[config.mk]
export PLATFORM = sky130hd
export DESIGN_NAME = float_accumulator
export DESIGN_NICKNAME = d
export VERILOG_FILES = /design/src/rtl/float_pkg.sv /design/src/rtl/float_align_shift.sv /design/src/rtl/float_accumulator.sv
export SDC_FILE = /design/constraint.sdc
export NUM_CORES = 1
export LEC_CHECK = 0
export ABC_CLOCK_PERIOD_IN_PS = 3700
export CORE_MARGIN = 3
export CORE_UTILIZATION = 34
export CTS_BUF_LIST = sky130_fd_sc_hd__clkbuf_4
export DETAILED_ROUTE_END_ITERATION = 6
export PLACE_DENSITY = 0.54
export SLEW_MARGIN = 10
export SYNTH_ARGS = -nofsm -noshare
export SYNTH_HDL_FRONTEND = slang
export SYNTH_SLANG_ARGS = --single-unit
[constraint.sdc]
create_clock -name clk -period 3.7 [get_ports clk]
set_input_delay 0.37 -clock clk [delete_from_list [all_inputs] [get_ports clk]]
set_output_delay 0.37 -clock clk [all_outputs]
set_load 0.01 [all_outputs]
[src/rtl/float_pkg.sv]
// Shared constants, field widths, FSM state type and small helpers for the
// float accumulator datapath.
package float_pkg;

    localparam int SIGN_W = 1;
    localparam int EXP_W  = 8;
    localparam int FRAC_W = 23;
    // Working mantissa: guard/carry bit, hidden one, fraction.
    localparam int MANT_W = FRAC_W + 2;

    localparam int                EXP_BIAS   = 127;
    localparam logic [EXP_W-1:0]  EXP_INF    = 8'hFF;
    localparam logic [30:0]       MAX_FINITE = 31'h7F7FFFFF;

    typedef enum logic [2:0] {
        ST_IDLE  = 3'd0,
        ST_WAIT  = 3'd1,
        ST_ALIGN = 3'd2,
        ST_ADD   = 3'd3,
        ST_NORM  = 3'd4,
        ST_DONE  = 3'd5
    } acc_state_e;

    // A zero exponent field means the value is zero, whatever the fraction.
    function automatic logic is_zero(input logic [31:0] f);
        return (f[30:23] == '0);
    endfunction

    // Expand to {carry, hidden one, fraction}; zero values expand to 0.
    function automatic logic [MANT_W-1:0] unpack_mant(input logic [31:0] f);
        return is_zero(f) ? '0 : {2'b01, f[22:0]};
    endfunction

endpackage

[src/rtl/float_align_shift.sv]
// Combinational 25-bit logarithmic right shifter; shift amounts of 25 or
// more clear the result so far-smaller operands vanish entirely.
module float_align_shift
    import float_pkg::*;
(
    input  logic [MANT_W-1:0] din_i,
    input  logic [7:0]        shamt_i,
    output logic [MANT_W-1:0] dout_o
);

    logic [5:0][MANT_W-1:0] stage;

    assign stage[0] = din_i;

    // Stage gi conditionally shifts by 2**gi.
    for (genvar gi = 0; gi < 5; gi++) begin : g_stage
        assign stage[gi+1] = shamt_i[gi] ? (stage[gi] >> (1 << gi)) : stage[gi];
    end

    assign dout_o = (shamt_i >= 8'd25) ? '0 : stage[5];

endmodule

[src/rtl/float_accumulator.sv]
// Sequential single-precision accumulator: sums N products over a
// valid/ready stream with a multi-cycle align/add/normalize datapath.
module float_accumulator
    import float_pkg::*;
#(
    parameter int N = 9
) (
    input  logic        clk,
    input  logic        rst,
    input  logic        start,
    input  logic        in_valid,
    output logic        in_ready,
    input  logic [31:0] in_data,
    output logic        busy,
    output logic        done,
    output logic [31:0] sum
);

    localparam int CW = $clog2(N + 1);
    localparam logic [CW-1:0] N_C = CW'(N);

    acc_state_e         state_q, state_d;
    logic [31:0]        acc_q, acc_d, b_q, b_d, sum_q, sum_d;
    logic [CW-1:0]      cnt_q, cnt_d, cnt_inc;
    logic [MANT_W-1:0]  ma_q, ma_d, mb_q, mb_d, mant_q, mant_d;
    logic [EXP_W-1:0]   exp_q, exp_d;
    logic               sign_a_q, sign_a_d, sign_b_q, sign_b_d, sign_q, sign_d;

    // Alignment: route the smaller-exponent mantissa through the shifter.
    logic [EXP_W-1:0]   a_exp, b_exp, sh_amt;
    logic [MANT_W-1:0]  a_man, b_man, sh_in, sh_out;
    logic               a_ge;

    assign a_exp  = acc_q[30:23];
    assign b_exp  = b_q[30:23];
    assign a_man  = unpack_mant(acc_q);
    assign b_man  = unpack_mant(b_q);
    assign a_ge   = (a_exp >= b_exp);
    assign sh_in  = a_ge ? b_man : a_man;
    assign sh_amt = a_ge ? (a_exp - b_exp) : (b_exp - a_exp);

    float_align_shift u_shift (
        .din_i   (sh_in),
        .shamt_i (sh_amt),
        .dout_o  (sh_out)
    );

    assign cnt_inc = cnt_q + CW'(1);

    // Normalizer decision for the current NORM cycle: one shift or a finish.
    logic               norm_fin;
    logic [31:0]        norm_res;
    logic [MANT_W-1:0]  norm_mant;
    logic [EXP_W-1:0]   norm_exp;

    always_comb begin
        norm_fin  = 1'b0;
        norm_res  = '0;
        norm_mant = mant_q;
        norm_exp  = exp_q;
        if (mant_q == '0) begin
            norm_fin = 1'b1;
        end else if (mant_q[24]) begin
            if (exp_q == EXP_INF - 8'd1) begin
                norm_fin = 1'b1;
                norm_res = {sign_q, MAX_FINITE};
            end else begin
                norm_mant = mant_q >> 1;
                norm_exp  = exp_q + 8'd1;
            end
        end else if (!mant_q[23]) begin
            if (exp_q == 8'd1) begin
                norm_fin = 1'b1;
            end else begin
                norm_mant = mant_q << 1;
                norm_exp  = exp_q - 8'd1;
            end
        end else begin
            norm_fin = 1'b1;
            norm_res = {sign_q, exp_q, mant_q[22:0]};
        end
    end

    // State register.
    always_ff @(posedge clk) begin
        if (rst) state_q <= ST_IDLE;
        else     state_q <= state_d;
    end

    // Next-state logic.
    always_comb begin
        state_d = state_q;
        case (state_q)
            ST_IDLE:  if (start) state_d = ST_WAIT;
            ST_WAIT:  if (in_valid) state_d = ST_ALIGN;
            ST_ALIGN: state_d = is_zero(b_q) ? ST_NORM : ST_ADD;
            ST_ADD:   state_d = ST_NORM;
            ST_NORM:  if (norm_fin) state_d = (cnt_inc == N_C) ? ST_DONE : ST_WAIT;
            ST_DONE:  state_d = ST_IDLE;
            default:  state_d = ST_IDLE;
        endcase
    end

    // Outputs decoded from state only.
    always_comb begin
        in_ready = (state_q == ST_WAIT);
        busy     = (state_q != ST_IDLE);
        done     = (state_q == ST_DONE);
    end

    assign sum = sum_q;

    // Datapath next-state values per FSM state.
    always_comb begin
        acc_d    = acc_q;
        b_d      = b_q;
        sum_d    = sum_q;
        cnt_d    = cnt_q;
        ma_d     = ma_q;
        mb_d     = mb_q;
        mant_d   = mant_q;
        exp_d    = exp_q;
        sign_a_d = sign_a_q;
        sign_b_d = sign_b_q;
        sign_d   = sign_q;
        case (state_q)
            ST_IDLE: begin
                if (start) begin
                    acc_d = '0;
                    cnt_d = '0;
                end
            end
            ST_WAIT: begin
                if (in_valid) b_d = in_data;
            end
            ST_ALIGN: begin
                if (is_zero(b_q)) begin
                    mant_d = a_man;
                    exp_d  = a_exp;
                    sign_d = is_zero(acc_q) ? 1'b0 : acc_q[31];
                end else begin
                    ma_d     = a_ge ? a_man : sh_out;
                    mb_d     = a_ge ? sh_out : b_man;
                    exp_d    = a_ge ? a_exp : b_exp;
                    sign_a_d = acc_q[31];
                    sign_b_d = b_q[31];
                end
            end
            ST_ADD: begin
                if (sign_a_q == sign_b_q) begin
                    mant_d = ma_q + mb_q;
                    sign_d = sign_a_q;
                end else if (ma_q > mb_q) begin
                    mant_d = ma_q - mb_q;
                    sign_d = sign_a_q;
                end else if (mb_q > ma_q) begin
                    mant_d = mb_q - ma_q;
                    sign_d = sign_b_q;
                end else begin
                    mant_d = '0;
                    sign_d = 1'b0;
                end
            end
            ST_NORM: begin
                mant_d = norm_mant;
                exp_d  = norm_exp;
                if (norm_fin) begin
                    acc_d = norm_res;
                    cnt_d = cnt_inc;
                    if (cnt_inc == N_C) sum_d = norm_res;
                end
            end
            default: ;
        endcase
    end

    // Datapath registers.
    always_ff @(posedge clk) begin
        if (rst) begin
            acc_q    <= '0;
            b_q      <= '0;
            sum_q    <= '0;
            cnt_q    <= '0;
            ma_q     <= '0;
            mb_q     <= '0;
            mant_q   <= '0;
            exp_q    <= '0;
            sign_a_q <= 1'b0;
            sign_b_q <= 1'b0;
            sign_q   <= 1'b0;
        end else begin
            acc_q    <= acc_d;
            b_q      <= b_d;
            sum_q    <= sum_d;
            cnt_q    <= cnt_d;
            ma_q     <= ma_d;
            mb_q     <= mb_d;
            mant_q   <= mant_d;
            exp_q    <= exp_d;
            sign_a_q <= sign_a_d;
            sign_b_q <= sign_b_d;
            sign_q   <= sign_d;
        end
    end

endmodule

# Word-level counts from Yosys, hierarchy flattened
# Index checks and enable logic that the tools add are counted.
[word_totals] output_inout_bits=35 in_bits=36 ff_bits=189 elab_cells=119
[op_classes] magnitude_cmp=4 muxes=56 n_bitwise=1 reduce_logical=19 eq_ne=17 addsub=8
[ops] cell="two-way mux 25 bit" n=14
[ops] cell="two-way mux 32 bit" n=6
[ops] cell="two-way mux 24 bit" n=5
[ops] cell="one-hot mux 25 bit (3 select lines)" n=1
[ops] cell="two-way mux 8 bit" n=8
[ops] cell="one-hot mux 32 bit (2 select lines)" n=1
[ops] cell="greater-than comparator 25 bit" n=2
[ops] cell="subtractor 25 bit" n=2
[ops] cell="adder 25 bit" n=1
[ops] cell="logical NOT 25 bit" n=1
[ops] cell="logical NOT 8 bit" n=2
[ops] cell="one-hot mux 8 bit (2 select lines)" n=1
[ops] cell="subtractor 8 bit" n=2
[ops] cell="two-way mux 3 bit" n=5
[ops] cell="one-hot mux 3 bit (5 select lines)" n=1
[ops] cell="AND reduction 3 bit" n=4
[ops] cell="two-way mux 1 bit" n=10
[ops] cell="inequality test 2 bit, second input constant" n=5
[ops] cell="inequality test 3 bit, second input constant" n=3
[ops] cell="adder 8 x 1 -> 8 bit, second input constant" n=1
[ops] cell="== test 8 x 1 -> 1 bit, second input constant" n=1
[ops] cell="== test 8 bit, second input constant" n=1
[ops] cell=">= comparator 8 x 5 -> 1 bit, second input constant" n=1
[ops] cell=">= comparator 8 bit" n=1
[ops] cell="18 further kinds" n=26

# Depth between registers and ports, before layout
# Gate-level depths: netlist of the first run.
[depth] word_depth=10 mapped_depth=16 ltp_nobuf=14

# Cells and area by module
# From an unflattened synthesis of the first run, not the netlist that was laid out.
[hier_totals] cells_unflattened=2037 hier_area_um2=14655.3
[modules_own_cells] module="float_accumulator" instances=1 cells_per_inst=1853 seq_area_each_um2=3783.6 area_each_um2=13385.3
[modules_own_cells] module="float_align_shift" instances=1 cells_per_inst=184 seq_area_each_um2=0.0 area_each_um2=1270.0

# Worst setup path after synthesis of the first run
# OpenSTA, ideal clock, no wires.
[synth_path] path_type="flip-flop to flip-flop" start="register acc_q[23]" end="register mb_q[3]" path_slack_ps=395 n_path_buf=1 stages_incl_launch_ff=14 required_ps=3565 arrival_time_ps=3170 path_cell_list="dfxtp_1 -> inv_1 -> ha_1 -> fa_1 -> nand3b_1 -> a31oi_4 -> nor2_4 -> mux2_4 -> buf_2 -> o41a_1 -> nor2_1 -> a21oi_1 -> a221oi_1 -> o22ai_1"
[synth_via] elab_chain_len=10 word_cells_on_any_way=15 cone_classes="add/sub: 2; order compare: 2; mux: 10; reduce/logical: 1"
[synth_rtl] item="start, declared" line_no="float_accumulator.sv:23" source="logic [31:0] acc_q, acc_d, b_q, b_d, sum_q, sum_d;"
[synth_rtl] item="start signal, assigned" line_no="float_accumulator.sv:180" source="acc_q <= '0;"
[synth_rtl] item="start signal, assigned" line_no="float_accumulator.sv:192" source="acc_q <= acc_d;"
[synth_rtl] item="parallel branches: the longest is 9 deep, another holds subtractor 8 bit"
[synth_rtl] item="two-way mux 25 bit *" line_no="float_accumulator.sv:143" source="mb_d = a_ge ? sh_out : b_man;"
[synth_rtl] item="end signal, assigned" line_no="float_accumulator.sv:197" source="mb_q <= mb_d;"
[synth_rtl] item="end, declared" line_no="float_accumulator.sv:25" source="logic [MANT_W-1:0] ma_q, ma_d, mb_q, mb_d, mant_q, mant_d;"
# Every way passes the cells marked *.
# A chain may end at the register's enable or synchronous reset.

# Final worst setup path of the first run
[layout_path] start="register mb_q[1]" end="register mant_q[18]"
[layout_via] elab_chain_len=5 word_cells_on_any_way=9 cone_classes="add/sub: 3; order compare: 2; mux: 4"
[layout_rtl] item="subtractor 25 bit / greater-than comparator 25 bit (equally long branches)" line_no="float_accumulator.sv:157, float_accumulator.sv:156"
[layout_rtl] item="two-way mux 25 bit" line_no="float_accumulator.sv:156" source="end else if (mb_q > ma_q) begin"
[layout_rtl] item="two-way mux 25 bit" line_no="float_accumulator.sv:153" source="end else if (ma_q > mb_q) begin"
[layout_rtl] item="two-way mux 25 bit *" line_no="float_accumulator.sv:150" source="if (sign_a_q == sign_b_q) begin"
[layout_rtl] item="one-hot mux 25 bit (3 select lines) *" line_no="float_accumulator.sv:126" source="case (state_q)"
[layout_rtl] item="end signal, assigned" line_no="float_accumulator.sv:198" source="mant_q <= mant_d;"
[layout_rtl] item="end, declared" line_no="float_accumulator.sv:25"
# Every way passes the cells marked *; elsewhere a longest branch is shown, timed or not.

==> impl_metrics.ini, run 1 <==
[die]
die_x_um = 212.3
die_area_sq_um = 45070
die_y_um = 212.3
fp-row-count = 74
core_area_sq_um = 41480
start_util_pct = 34.89
io_pins = 71

[timing]
hold_viol = 0
skew_ns = 0.04146
setup_tns_ns = 0
worst_pin_slew_ns = 1.177
max_freq_mhz = 280.4
setup_viol = 0
fin_crit_sh_pct = 96.40
relSlewSlack_pct = 21.26
slew_viol_final = 0
min_period_ns = 3.567

[placed_design]
port-buffer-count = 70
placed_cells = 2599
dpl.hpwl_um = 47840
gp_congestion = 1.033

[detailed_routing]
drt_iter0_markers = 1803
top_layer = met5
routed_wl_um = 61950
dr.pass1.iters = 7
detail-route-antenna-nets = 0
via_count = 15940
drc_errors = 2
wl_met1_um = 27340
wl_per_cell_um = 23.47
wl_met2_um = 28660
route.met3.wl_um = 4259
vias_per_cell = 6.039

[critical_path]
start_kind = flop
critPathKind = flop to flop
critical_path_buf_inv_count = 2
worst_setup_path_end_kind = flop
critical_path_arrival_ns = 4.12
cp_top_family = compound AO/OA/AOI/OAI gates
crit_slowest_cell = dfxtp_2
path_cells = inv_1, fa_1, o21ba_2, or4_4, a211oi_2, buf_4, o211ai_1, a21oi_2, o22ai_2, o21bai_1, mux2i_1, a311oi_1
required_ns = 4.25
max_stage_delay_ns = 0.47
cp_max_fo = 5

[global_routing]
antenna_found_initial = 3
grt_max_degree = 67
grt_pass1_vias = 15190
globalRouteOverflowTotal = 0
track_usage_pct = 26.81
grt_pass1_wl_um = 93400

[final_layout]
final_common_cell = a21oi_1
mostFrequentLayoutCells = a21oi_1 (239), nor2_1 (208), buf_4 (198)
fillCellCount = 4359
finalNonFillerCells = 2640
area_growth_syn_to_layout_pct = 20.60
nets = 2227
drive_gt1_share_pct = 16.48

[clocking]
clock-sinks = 187
cts_root_buf = clkbuf_4
htree_num_levels = 4
clkLatencyLatePin_ns = 0.66
cts_made_buffers = 17
clock_path_buffers = 2
cts_tree = yes
hold_buffers = 0
clk_pin_slew_worst_paths_ns = 0.20

[yosys]
yosys_warnings = 0
yosys.area.top_type_share_pct = 25.87
synthCells = 1946
synth_top_cell_by_area = dfxtp_1
netlist_area_sq_um = 14470
syn_area_per_cell_sq_um = 7.436
yosys_register_bits = 187
synth_ff_type = dfxtp_1
synth-seq-area-share_pct = 25.87
synth_edf_count = 0
synth.top_cells.by_area = dfxtp_1 (26%), a21oi_1 (8.6%), ha_1 (8.0%)
synth_cell_types = 100
async_flop_share_pct = 0
synth_fp_nets = 2080

[power_and_ir_drop]
power_w = 0.005867
p_leak_nw = 6.445
powerDensity_nw_per_um2 = 336.2
max-vdd-ir-drop_uv = 229.3

[flow_run]
cap_violations = 0

[run_status]
violations = DRC
status = finished, violations left

[min_path]
min_path_type = input pin to flop
==> metal layers <==
layer / global-route usage (%) / vias to the layer above
met2: 44.23 / 691
met1: 36.62 / 7704
met5: 0 / -
li1: - / 7448
met3: 3.748 / 98
met4: 7.777 / 2
==> power breakdown <==
part	internal, W	leakage (nW)	switching (W)
Sequential	0.00210	1.51	0.000124
Clock	0.000439	0.170	0.000877
Combinational	0.000887	4.76	0.00144
==> state kept, by name, indices dropped and copies added, names as in the netlist <==
signal    count
acc_q        32
sign_q        1
cnt_q         4
mb_q         24
exp_q         8
sign_b_q      1
state_q       3
mant_q       25
sum          32
b_q          32
ma_q         24
sign_a_q      1
==> synthesized netlist by cell type, types with 30 or more instances <==
| master | instances |
|---|---|
| a21oi_1 | 249 |
| nor3_1 | 79 |
| clkbuf_1 | 97 |
| dfxtp_1 | 187 |
| o21ai_0 | 77 |
| buf_2 | 37 |
| a22oi_1 | 69 |
| o22ai_1 | 37 |
| nor2_1 | 210 |
| mux2i_1 | 30 |
| ha_1 | 93 |
| nand2_1 | 173 |
| nand3_1 | 44 |
| inv_1 | 95 |
==> what timing repair did <==
action | 4_1_cts | 5_1_grt
gates cloned | 0 | 1
setup endpoints to repair | 20 | 55
resized for setup | 16 | 43
setup buffers | 0 | 6
pin swaps | 0 | 7
==> metrics by stage <==
| step | utilization (%) | instance area, sq um | setup slack (ns) | hold WS, ns |
|---|---|---|---|---|
| global placement | 40.60 | 16840 | -0.5928 | 0.4514 |
| floorplan | - | 14470 | 0.3949 | 0.4357 |
| CTS | 41.50 | 17210 | 0.008618 | 0.1331 |
| detailed placement | 40.60 | 16840 | -0.6307 | 0.4674 |
| global route | 42.08 | 17450 | -0.02385 | 0.1695 |
| finish | 42.08 | 17450 | 0.1333 | 0.1446 |
==> final timing paths <==
path / startpoint / endpoint / slack, ns / cells after the start
max: mb_q[1]$_SDFFE_PP0P_ / mant_q[18]$_SDFFE_PP0P_ / 0.13 / 12
min: rst / acc_q[29]$_SDFFE_PP0P_ / 0.14 / 2
max reg2reg: mb_q[1]$_SDFFE_PP0P_ / mant_q[18]$_SDFFE_PP0P_ / 0.13 / 12
min reg2reg: b_q[31]$_SDFFE_PP0P_ / b_q[31]$_SDFFE_PP0P_ / 0.48 / 2
==> final cells by class <==
class                           instances  area, sq um  area share (%)
Multi-Input combinational cell       1512         9991           57.24
Tap cell                              532        665.6           3.814
Sequential cell                       187         3759           21.54
Antenna cell                            2        5.005         0.02868
Clock buffer                           17        127.6          0.7312
Inverter                               99        371.6           2.129
Timing Repair Buffer                  276         2331           13.36
Clock inverter                         15        202.7           1.161
==> logic make-up (layout without fill, tap and decap cells) <==
family | Yosys count | in the layout | share of synthesized area [%]
XOR/XNOR | 40 | 40 | 2.577
other | 0 | 2 | 0
multiplexers | 39 | 39 | 2.879
AND/OR/NAND/NOR | 642 | 643 | 21.14
AO/OA/AOI/OAI | 692 | 692 | 31.77
flip-flops | 187 | 187 | 25.87
adder cells (fa/ha/maj) | 98 | 98 | 8.733
buffers and inverters | 248 | 407 | 7.038
Power figures use the tool's default switching activity.
==> run 2, diff against run 1 <==
--- a/config.mk
+++ b/config.mk
@@ -16,2 +16,3 @@
 export SYNTH_HDL_FRONTEND = slang
+export SYNTH_HIERARCHICAL = 1
 export SYNTH_SLANG_ARGS = --single-unit
--- a/constraint.sdc
+++ b/constraint.sdc
@@ -3,2 +3,2 @@
 set_output_delay 0.37 -clock clk [all_outputs]
-set_load 0.01 [all_outputs]
+set_load 0.005 [all_outputs]
==> impl_metrics.ini, run 2 <==
[placed_design]
placed_area_sq_um = 17240
port-buffer-count = 70
gp_congestion = 0.9685
dpl.hpwl_um = 47460

[detailed_routing]
via_count = 16120
routed_wl_um = 60390
detail-route-antenna-nets = 0
wl_per_cell_um = 21.88
drt_iter0_markers = 1760
drc_errors = 0
vias_per_cell = 5.840
dr.pass1.iters = 6

[power_and_ir_drop]
power_frac_seq_pct = 33.9
p_comb_share_pct = 46.4
power_w = 0.006375
p_leak_nw = 6.756
swShare_pct = 42.41
max-vdd-ir-drop_uv = 261.4
clock_power_share_pct = 19.7
powerDensity_nw_per_um2 = 351.3
power.switching_w = 0.002703
p_int_w = 0.003672

[clocking]
cts_tree = yes
clock-sinks = 189
hold_buffers = 0
cts_made_buffers = 17
clkLatencyLatePin_ns = 0.68
clock_path_buffers = 2
cts_root_buf = clkbuf_4
clk_pin_slew_worst_paths_ns = 0.20
htree_num_levels = 4

[critical_path]
path_cells = inv_2, ha_4, fa_2, a31oi_4, o41ai_4, nand2_2, buf_4, nand2_1, a311oi_2, o31ai_2, a21oi_1, o22ai_1, xor2_1, or3_4, nor2_4, buf_4, buf_6, nand3_1, o221ai_2, nand2_1, a311oi_1
crit_slowest_cell = or3_4
worst_setup_path_end_kind = flop
start_kind = flop
crit_end = mb_q[1]$_SDFFE_PP0P_
reg2reg_to = mb_q[1]$_SDFFE_PP0P_
cp_top_family = compound AO/OA/AOI/OAI gates
worst-r2r-setup-slack_ns = -0.14
r2r_start = acc_q[23]$_SDFFE_PP0P_
cp_max_fo = 5
critical_path_arrival_ns = 4.42
crit_cells = 21
critical_path_buf_inv_count = 4
max_stage_delay_ns = 0.43
critPathKind = flop to flop
reg2reg_depth = 21
required_ns = 4.28
startpoint = acc_q[23]$_SDFFE_PP0P_

[run_status]
status = finished, violations left
violations = setup timing

[yosys]
synth_cell_types = 84
synth_most_common_cell = nor2_1
netlist_area_sq_um = 14660
synth_ff_type = dfxtp_1
synth-seq-area-share_pct = 25.82
synth_top_cell_by_area = dfxtp_1
synth_commonest_cells = nor2_1 (262), nand2_1 (216), a21oi_1 (206)
async_flop_share_pct = 0
yosys.area.top_type_share_pct = 25.82
synthCells = 2037
synth_edf_count = 0
yosys_register_bits = 189
syn_area_per_cell_sq_um = 7.195
yosys_warnings = 6
synth.top_cells.by_area = dfxtp_1 (26%), ha_1 (8.1%), a21oi_1 (7.0%)

[die]
die_area_sq_um = 45630
start_util_pct = 34.71
core_area_sq_um = 42230
io_pins = 71
fp-row-count = 75
die_x_um = 213.6
die_y_um = 213.6

[global_routing]
grt_pass1_wl_um = 90840
track_usage_pct = 25.92
grt_pass1_vias = 15020
grt_max_degree = 83
antenna_found_initial = 2
globalRouteOverflowTotal = 0

[final_layout]
final_common_cell = nor2_1
fin_area_sq_um = 18150
nets = 2343
drive_gt1_share_pct = 17.61
mostFrequentLayoutCells = nor2_1 (253), nand2_1 (209), buf_4 (207)
area_growth_syn_to_layout_pct = 23.82

[timing]
rsz0062_at_grt = yes
slew_viol_final = 0
max_freq_mhz = 260.5
relSlewSlack_pct = 29.09
min_period_ns = 3.839
setup_viol = 22
worst_pin_slew_ns = 1.061
fin_crit_sh_pct = 103.7
skew_ns = 0.04743
hold_viol = 0
setup_slack_ns = -0.1386

[flow_run]
cap_violations = 0

[min_path]
min_path_type = input pin to flop
-- run 2: layout make-up --
class / count / area [sq um]
clock inverter: 15 / 195.2
multi-input combinational: 1592 / 10330
fill: 4441 / 24080
clock buffer: 17 / 127.6
inverter: 108 / 409.1
sequential: 189 / 3799
antenna: 1 / 2.502
timing repair buffer: 299 / 2608
tap: 539 / 674.4
-- run 2: per-layer routing --
layer | vias to the layer above | part of all wire, % | GRT usage, %
met5 | - | 0 | 0
met4 | 0 | 4.4 | 11.08
met3 | 130 | 6.1 | 3.424
met2 | 683 | 44 | 40.54
met1 | 7646 | 45 | 36.01
li1 | 7660 | - | -
-- run 2: repair_timing --
item	in CTS	in global routing
gates resized for setup	29	76
hold endpoints to repair	0	0
pin swaps	23	26
gates cloned	0	1
setup buffers	5	10
endpoints found under the setup margin	48	65
-- run 2: worst min-delay path by stage --
stage	startpoint	end	slack, ns	depth (start not counted)
after detailed placement	b_q[21]$_SDFFE_PP0P_	b_q[21]$_SDFFE_PP0P_	0.47	2
after global placement	b_q[22]$_SDFFE_PP0P_	b_q[22]$_SDFFE_PP0P_	0.47	2
after CTS	rst	sum[5]$_SDFFE_PP0P_	0.1	2
final	rst	acc_q[20]$_SDFFE_PP0P_	0.18	2
after floorplan	b_q[31]$_SDFFE_PP0P_	sign_b_q$_SDFFE_PP0P_	0.43	2
after global routing	rst	sum[19]$_SDFFE_PP0P_	0.15	2
-- run 2: through the flow --
stage / setup slack, ns / setup TNS (ns) / util [%] / cells / hold WS [ns]
6_report: -0.1386 / -1.448 / 42.97 / 2760 / 0.1806
5_1_grt: -0.3482 / -8.261 / 42.97 / 2760 / 0.1485
4_1_cts: -0.09980 / -0.7769 / 41.95 / 2751 / 0.09569
3_5_place_dp: -0.3707 / -12.41 / 40.82 / 2714 / 0.4702
3_3_place_gp: -0.3271 / -11.46 / 40.82 / 2714 / 0.4676
2_1_floorplan: 0.003074 / 0 / - / 2039 / 0.4321
-- run 2: power groups by stage --
stage | Combinational (W) | Sequential [W] | Clock [W]
6_report | 0.00296 | 0.00216 | 0.00125
3_3_place_gp | 0.00257 | 0.00220 | 0
4_1_cts | 0.00263 | 0.00216 | 0.00129
3_5_place_dp | 0.00256 | 0.00220 | 0
5_1_grt | 0.00315 | 0.00217 | 0.00136
2_1_floorplan | 0.00154 | 0.00217 | 0
-- run 2: cells by family (layout without fill, tap and decap cells) --
logic type               after synthesis  count (layout)  share of synthesized area, %
AO/OA/AOI/OAI                        654             654                         29.32
XOR/XNOR                              42              42                         2.510
adder cells (fa/ha/maj)              100             100                         8.794
buffers and inverters                258             439                         7.206
flip-flops                           189             189                         25.82
multiplexers                          40              40                         3.372
other                                  1               4                       0.02559
AND/OR/NAND/NOR                      753             753                         22.96
==> run 3, diff against run 2 <==
Settings changed: CORE_UTILIZATION 34 to 60, PLACE_DENSITY 0.54 to 0.83.
==> impl_metrics.ini, run 3 (same netlist as run 2, synthesis figures left out) <==
[detailed_routing]
vias_per_cell = 6.757
detail-route-antenna-nets = 0
routed_wl_um = 56540
wl_per_cell_um = 22.60
drc_errors = 2
drt_iter0_markers = 2452
dr.pass1.iters = 7
via_count = 16910

[critical_path]
required_ns = 4.23
path_common_cell = a211oi_1
cp_max_fo = 5
crit_end = ma_q[2]$_SDFFE_PP0P_
startpoint = acc_q[25]$_SDFFE_PP0P_
max_stage_delay_ns = 0.39
r2r_start = acc_q[25]$_SDFFE_PP0P_
crit_slowest_cell = dfxtp_2
path_cells = inv_2, ha_4, o21ai_4, a31oi_4, o41ai_4, nand2_2, mux2_4, a311oi_2, o31ai_2, a21oi_2, o22ai_2, xor2_2, nor3_4, nand2_1, o211ai_1, a211oi_1, a211oi_1
critical_path_buf_inv_count = 1
critPathKind = flop to flop
crit_cells = 17
start_kind = flop
worst_setup_path_end_kind = flop
reg2reg_depth = 17
worst-r2r-setup-slack_ns = -0.14
cp_top_family = compound AO/OA/AOI/OAI gates
reg2reg_to = ma_q[2]$_SDFFE_PP0P_
critical_path_arrival_ns = 4.37

[die]
die_x_um = 162.3
die_y_um = 162.3
die_area_sq_um = 26340
start_util_pct = 61.70
core_area_sq_um = 23750
fp-row-count = 56
io_pins = 71

[power_and_ir_drop]
max-vdd-ir-drop_uv = 433.3
p_leak_nw = 6.536
powerDensity_nw_per_um2 = 349.5

[min_path]
hp-start = rst
min_path_type = input pin to flop

[final_layout]
fillCellCount = 1908
nets = 2305
finalNonFillerCells = 2502
mostFrequentLayoutCells = nor2_1 (251), nand2_1 (212), a21oi_1 (197)
register_area_sq_um = 3807
utilization_pct = 73.64
multiInputGateArea_sq_um = 10390
area_growth_syn_to_layout_pct = 19.35
drive_gt1_share_pct = 16.73
final_common_cell = nor2_1

[timing]
rsz0062_at_grt = yes
setup_slack_ns = -0.1384
hold_viol = 0
min_period_ns = 3.838
skew_ns = 0.03867
setup_viol = 32
fin_worst_hold_slack_ns = 0.1777
relSlewSlack_pct = 28.53
worst_pin_slew_ns = 1.069
slew_viol_final = 0
max_freq_mhz = 260.5
fin_crit_sh_pct = 103.7

[global_routing]
antenna_found_initial = 1
grt_max_degree = 72
grt_pass1_vias = 15460
track_usage_pct = 41.49
grt_pass1_wl_um = 86950
globalRouteOverflowTotal = 0

[placed_design]
gp_congestion = 1.067
dpl.hpwl_um = 42960
port-buffer-count = 70
placed_cells = 2463

[clocking]
htree_num_levels = 4
clkLatencyLatePin_ns = 0.62
cts_root_buf = clkbuf_4
hold_buffers = 0
clock-sinks = 189
clk_pin_slew_worst_paths_ns = 0.18
cts_tree = yes
clock_path_buffers = 2
cts_made_buffers = 17

[run_status]
violations = DRC, setup timing
status = finished, violations left

[flow_run]
cap_violations = 0
## run 3: cell count changes in the layout (fill, tap and decap cells not counted), sizes merged
cell      change
clkinv        +3
clkinvlp      -3
buf          -37
bufinv        -1
## run 3: worst min path at each step
stage,endpoint,cells past startpoint
2_1_floorplan,sign_b_q$_SDFFE_PP0P_,2
3_3_place_gp,sign_b_q$_SDFFE_PP0P_,2
3_5_place_dp,b_q[31]$_SDFFE_PP0P_,2
4_1_cts,mb_q[24]$_SDFFE_PP0P_,2
5_1_grt,mb_q[24]$_SDFFE_PP0P_,2
6_report,mant_q[13]$_SDFFE_PP0P_,2
## run 3: repair_timing
item | 4_1_cts | 5_1_grt
gates cloned | 0 | 1
resized for setup | 37 | 76
pin swaps | 14 | 34
endpoints found under the setup margin | 50 | 72
buffers inserted | 4 | 7
## run 3: final cells by class
type,count,area share [%]
multi-input cells,1592,59.39
inverters,108,2.318
clock buffers,18,0.7726
flip-flops and latches,189,21.77
clock inverters,14,0.9586
diodes,1,0.01431
repair buffers,261,12.50
well taps,319,2.282
## run 3: layer usage
metal  vias to the layer above  wire length [um]  part of all wire (%)  track usage, %
met5                         -                 0                     0               0
met4                         0              3568                   6.3           21.02
met3                       254              6536                    12           10.10
met2                      1227             24680                    44           64.65
met1                      7837             21760                    38           53.56
li1                       7588                 -                     -               -
## run 3: stage by stage
step                setup WS [ns]  power [W]  setup TNS, ns  cell area, sq um
global placement          -0.1603   0.004618         -3.943             16660
CTS                      -0.01338   0.005843       -0.03274             17160
finish                    -0.1384   0.006114         -2.048             17490
global route              -0.3350   0.006342         -8.296             17490
detailed placement        -0.2919   0.004630         -8.825             16660
floorplan                0.003074   0.003715              0             14750
## run 3: power breakdown
part	internal (W)	switching, W	total (W)	leakage (nW)
clock	0.000326	0.000844	0.00117	0.161
combinational	0.00106	0.00172	0.00278	4.84
sequential	0.00209	0.0000800	0.00217	1.53
